[config.mk]
export PLATFORM = sky130hd
export DESIGN_NAME = tri_bus_owner_arbiter
export DESIGN_NICKNAME = d
export VERILOG_FILES = /design/src/rtl/tri_bus_owner_arbiter.sv
export SDC_FILE = /design/constraint.sdc
export NUM_CORES = 1
export LEC_CHECK = 0
export ABC_AREA = 1
export CAP_MARGIN = 5
export CORE_MARGIN = 2
export CORE_UTILIZATION = 40
export CTS_CLUSTER_SIZE = 24
export DETAILED_ROUTE_END_ITERATION = 8
export MAX_ROUTING_LAYER = met4
export PLACE_DENSITY_LB_ADDON = 0.3
export SYNTH_ARGS = -nofsm -noshare
export SYNTH_HDL_FRONTEND = slang
export SYNTH_SLANG_ARGS = --single-unit
[constraint.sdc]
create_clock -name clk -period 2 [get_ports clk]
set_input_delay 0.2 -clock clk [delete_from_list [all_inputs] [get_ports clk]]
set_output_delay 0.2 -clock clk [all_outputs]
set_load 0.01 [all_outputs]
[src/rtl/tri_bus_owner_arbiter.sv]
// Round-robin owner arbiter feeding the tri-state enables of a shared wired bus.
// Define TRI_BUS_TURNAROUND_EN to insert one all-zero TURN cycle between owners.
module tri_bus_owner_arbiter #(
    parameter int NREQ    = 4,
    parameter int MAXHOLD = 8
) (
    input  logic                         clk,
    input  logic                         rst,
    input  logic [NREQ-1:0]              req,
    input  logic [NREQ-1:0]              done,
    output logic [NREQ-1:0]              grant,
    output logic [NREQ-1:0]              drive_en,
    output logic [$clog2(NREQ)-1:0]      owner_id,
    output logic                         busy,
    output logic [$clog2(MAXHOLD+1)-1:0] hold_cnt,
    output logic                         timeout
);
    localparam int IW = $clog2(NREQ);
    localparam int HW = $clog2(MAXHOLD+1);
    localparam logic [HW-1:0] HOLD_MAX = HW'(MAXHOLD);
    localparam logic [IW-1:0] LAST_ID  = IW'(NREQ - 1);

`ifdef TRI_BUS_TURNAROUND_EN
    typedef enum logic [1:0] {S_IDLE, S_OWN, S_TURN} state_t;
`else
    typedef enum logic [1:0] {S_IDLE, S_OWN} state_t;
`endif

    state_t          state, state_n;
    logic [NREQ-1:0] grant_n;
    logic [IW-1:0]   owner_n, ptr, ptr_n, owner_next, arb_base, arb_win;
    logic [HW-1:0]   hold_n;
    logic            timeout_n, arb_found, release_now, at_limit;
    int              idx;

    assign owner_next  = (owner_id == LAST_ID) ? '0 : owner_id + 1'b1;
    assign at_limit    = (hold_cnt == HOLD_MAX);
    assign release_now = done[owner_id] | ~req[owner_id] | at_limit;

    // A release arbitrates with the pointer already moved past the leaving owner.
    assign arb_base = (state == S_OWN) ? owner_next : ptr;

    always_comb begin
        arb_found = 1'b0;
        arb_win   = '0;
        idx       = 0;
        for (int i = 0; i < NREQ; i++) begin
            idx = int'(arb_base) + i;
            if (idx >= NREQ) idx = idx - NREQ;
            if (!arb_found && req[idx]) begin
                arb_found = 1'b1;
                arb_win   = IW'(idx);
            end
        end
    end

    always_comb begin
        state_n   = state;
        grant_n   = grant;
        owner_n   = owner_id;
        hold_n    = hold_cnt;
        timeout_n = 1'b0;
        ptr_n     = ptr;
        case (state)
            S_IDLE: begin
                if (arb_found) begin
                    grant_n          = '0;
                    grant_n[arb_win] = 1'b1;
                    owner_n          = arb_win;
                    hold_n           = HW'(1);
                    state_n          = S_OWN;
                end
            end
            S_OWN: begin
                if (!release_now) begin
                    hold_n = hold_cnt + 1'b1;
                end else begin
                    ptr_n     = owner_next;
                    timeout_n = at_limit & ~done[owner_id] & req[owner_id];
                    grant_n   = '0;
                    hold_n    = '0;
`ifdef TRI_BUS_TURNAROUND_EN
                    state_n   = S_TURN;
`else
                    if (arb_found) begin
                        grant_n[arb_win] = 1'b1;
                        owner_n          = arb_win;
                        hold_n           = HW'(1);
                        state_n          = S_OWN;
                    end else begin
                        state_n = S_IDLE;
                    end
`endif
                end
            end
`ifdef TRI_BUS_TURNAROUND_EN
            S_TURN: begin
                if (arb_found) begin
                    grant_n          = '0;
                    grant_n[arb_win] = 1'b1;
                    owner_n          = arb_win;
                    hold_n           = HW'(1);
                    state_n          = S_OWN;
                end else begin
                    state_n = S_IDLE;
                end
            end
`endif
            default: begin
                state_n = S_IDLE;
                grant_n = '0;
                hold_n  = '0;
            end
        endcase
    end

    always_ff @(posedge clk) begin
        if (rst) begin
            state    <= S_IDLE;
            grant    <= '0;
            owner_id <= '0;
            hold_cnt <= '0;
            timeout  <= 1'b0;
            ptr      <= '0;
        end else begin
            state    <= state_n;
            grant    <= grant_n;
            owner_id <= owner_n;
            hold_cnt <= hold_n;
            timeout  <= timeout_n;
            ptr      <= ptr_n;
        end
    end

    assign drive_en = grant;
    assign busy     = |grant;
endmodule

==> results.toml <==
[cells_and_area]
n_fill_cell = 266
nets = 231
layout_common_cells = "53 x nand2_1, 25 x clkdlybuf4s50_1, 18 x inv_1, 18 x nand3_1, 15 x nand2_2"
drive_gt1_frac = 0.244
final_common_cell = "nand2_1"
antenna_cells = 0
fin_area_um2 = 1580
area_delta_synth_final_pct = 39.6

[floorplanning]
core_area_um2 = 2730
dieArea_um2 = 3280
ioPinCount = 26
start_util = 0.415
die-height_um = 57.3
rows = 19
fp.dieW_um = 57.3

[routing]
antenna_left = 0
drtIter0Drc = 25
drc = 0
vias = 1263
routed_wire_length_per_instance_um = 11.8
routed_wl_um = 2930
vias_per_cell = 5.09
first_pass_iters = 4

[setup_path]
crit_top_cell = "nand2_1"
slowest_delay_ns = 0.35
cp_max_fo = 9
reg2reg_from = "owner_id[0]"
reg2reg_depth = 15
worst-endpoint-required_ns = 2.22
r2r-end = "drive_en[3]"
rrSetupSlack_ns = 0.08
end_kind = "flip-flop"
slowest_stage = "dfxtp_2"
path_delay_family = "simple AND/OR/NAND/NOR gates"
crit_arrival_ns = 2.14
crit_buf_inv = 2
cp-start-kind = "flip-flop"
cp_cell_sequence = "buf_4 -> nand2_1 -> nand2_4 -> buf_12 -> nand2_4 -> nand2_1 -> nand2_1 -> nand2_2 -> nor2_4 -> nand3_1 -> nand2_1 -> nand2_2 -> nor2_1 -> nor2_1 -> nor2_1"
critPathKind = "reg2reg"

[placed_design]
hpwlAfterDp_um = 2260
dpl_cell_area_um2 = 1450
gp_congestion = 0.917
pre_cts_ws_ns = -0.110
port_buffers = 25

[synthesis]
ys_top_cells_by_area = "dfxtp_1 25%, nand2_1 19%, nand3_1 7.9%, nand2_2 7.7%, inv_1 6.0%"
synth-seq-area-share = 0.247
synth-seq-cells = 14
syn_area_um2 = 1130
syn_avg_cell_area_um2 = 6.30
synth_cells = 180
synth_top_area_cell = "dfxtp_1"
synth.distinct_cells = 29
ys_warn_count = 0
syn_nets = 193
synth_top_area_share = 0.247

[power_and_ir_drop]
p_per_area_nw_per_um2 = 1300
combPwrFrac = 0.701
power_frac_seq = 0.201
power_switching_uw = 975
swShare = 0.472
internal_power_uw = 1090
p_leak_uw = 0.000742
p_clk_frac = 0.098
vdd_drop_max_uv = 725

[clock_tree]
clockRootBuffer = "clkbuf_4"
cts_inserted_buffers = 3
clkLatencyLatePin_ns = 0.28
htreeDepth = 1
cts-hold-fix-buffers = 0
cts_sinks = 14
cts_tree = "built"
path_clk_slew_ns = 0.09
clock_path_buffers = 2

[global_route]
grt-ovfl-total = 0
grt_max_degree = 14
antenna_found_initial = 0
grt_pass1_wl_um = 4770
grt_pass1_vias = 1129
grt_usage = 0.186

[outcome]
status = "finished clean"

[timing]
setup_slack_ns = 0.0833
finClkSkew_ns = 0.0135
rsz0062_at_grt = "true"
setup_viol = 0
setup_tns_ns = 0
min_period_over_period = 0.958
period_needed_ns = 1.92
relSlewSlack = 0.682
maxSlewViolCount = 0
hold_viol_final = 0
tightest_slew_ns = 0.475
max_freq_mhz = 522

[worst_hold_path]
whs_path_depth = 2
holdPathEnd = "ptr[1]"
hp-class = "reg2reg"
hold_start = "ptr[1]"

[run]
drv_cap = 0
-- state kept, by name, summed over array words and instances (netlist names) --
name	flops
drive_en	4
hold_cnt	4
owner_id	2
ptr	2
state	1
timeout	1
-- per-stage QoR --
stage | utilization | total power, µW | std cells | hold slack (ns)
after floorplan | - | 1320 | 180 | 0.276
after global placement | 0.532 | 1690 | 240 | 0.467
after detailed placement | 0.532 | 1730 | 240 | 0.484
after CTS | 0.547 | 1950 | 244 | 0.498
after global routing | 0.579 | 2240 | 248 | 0.516
final | 0.579 | 2060 | 248 | 0.488
-- worst register-to-register path, cell delays in order, from the launching register on --
cell and delay [ns]:
dfxtp_2 0.35, buf_4 0.16, nand2_1 0.13, nand2_4 0.12
buf_12 0.15, nand2_4 0.05, nand2_1 0.09, nand2_1 0.12
nand2_2 0.08, nor2_4 0.14, nand3_1 0.08, nand2_1 0.08
nand2_2 0.07, nor2_1 0.11, nor2_1 0.05, nor2_1 0.08
-- kinds of logic after synthesis --
logic type / share of synthesized area
compound gates: 0.115
xor+xnor: 0.0154
fa+ha+maj: 0.0331
buf+inv: 0.106
flops: 0.247
simple gates: 0.484
-- synth_stat cells (all sizes together) --
master / instances
a21oi: 12
nand2: 73
nor4: 1
o21ai: 4
nand4: 3
o31ai: 1
nand3: 19
ha: 3
xnor2: 1
nor2: 16
a21boi: 1
nand3b: 2
or4: 1
xor2: 1
inv: 20
buf: 5
clkbuf: 1
a211oi: 1
dfxtp: 14
o221ai: 1
-- worst max path at each step --
stage | startpoint | endpoint | slack, ns | cells after the start
after floorplan | owner_id[0] | drive_en[3] | 0.08 | 15
after global placement | req[1] | drive_en[1] | -0.09 | 10
after detailed placement | req[1] | drive_en[1] | -0.11 | 10
after CTS | owner_id[0] | drive_en[1] | 0.04 | 14
after global routing | owner_id[0] | drive_en[3] | -0.05 | 15
final | owner_id[0] | drive_en[3] | 0.08 | 15
-- what timing repair did --
item                                    CTS  global route
endpoints found under the setup margin    4             9
resized for setup                         3            13
setup buffers                             0             4
hold endpoints to repair                  0             0
pin swaps                                 0             6
-- power by group through the flow --
stage	logic (µW)	clock network, µW	registers (µW)
2_1_floorplan	885	0	434
3_3_place_gp	1290	0	407
3_5_place_dp	1320	0	411
4_1_cts	1340	210	405
5_1_grt	1600	221	426
6_report	1450	202	415
-- area by class of cell --
class	count	area (µm²)	area share
flip-flops and latches	14	287	0.181
multi-input cells	140	777	0.491
inverters	20	77.6	0.0490
well taps	31	38.8	0.0245
repair buffers	39	368	0.232
clock buffers	4	36.3	0.0229
-- per-layer routing --
layer	GRT usage	routed length (µm)	up-vias
met4	0.0332	12	0
met2	0.317	1460	24
met1	0.226	1330	579
met5	-	0	-
li1	-	-	658
met3	0.0454	117	2
Power figures use the tool's default switching activity.
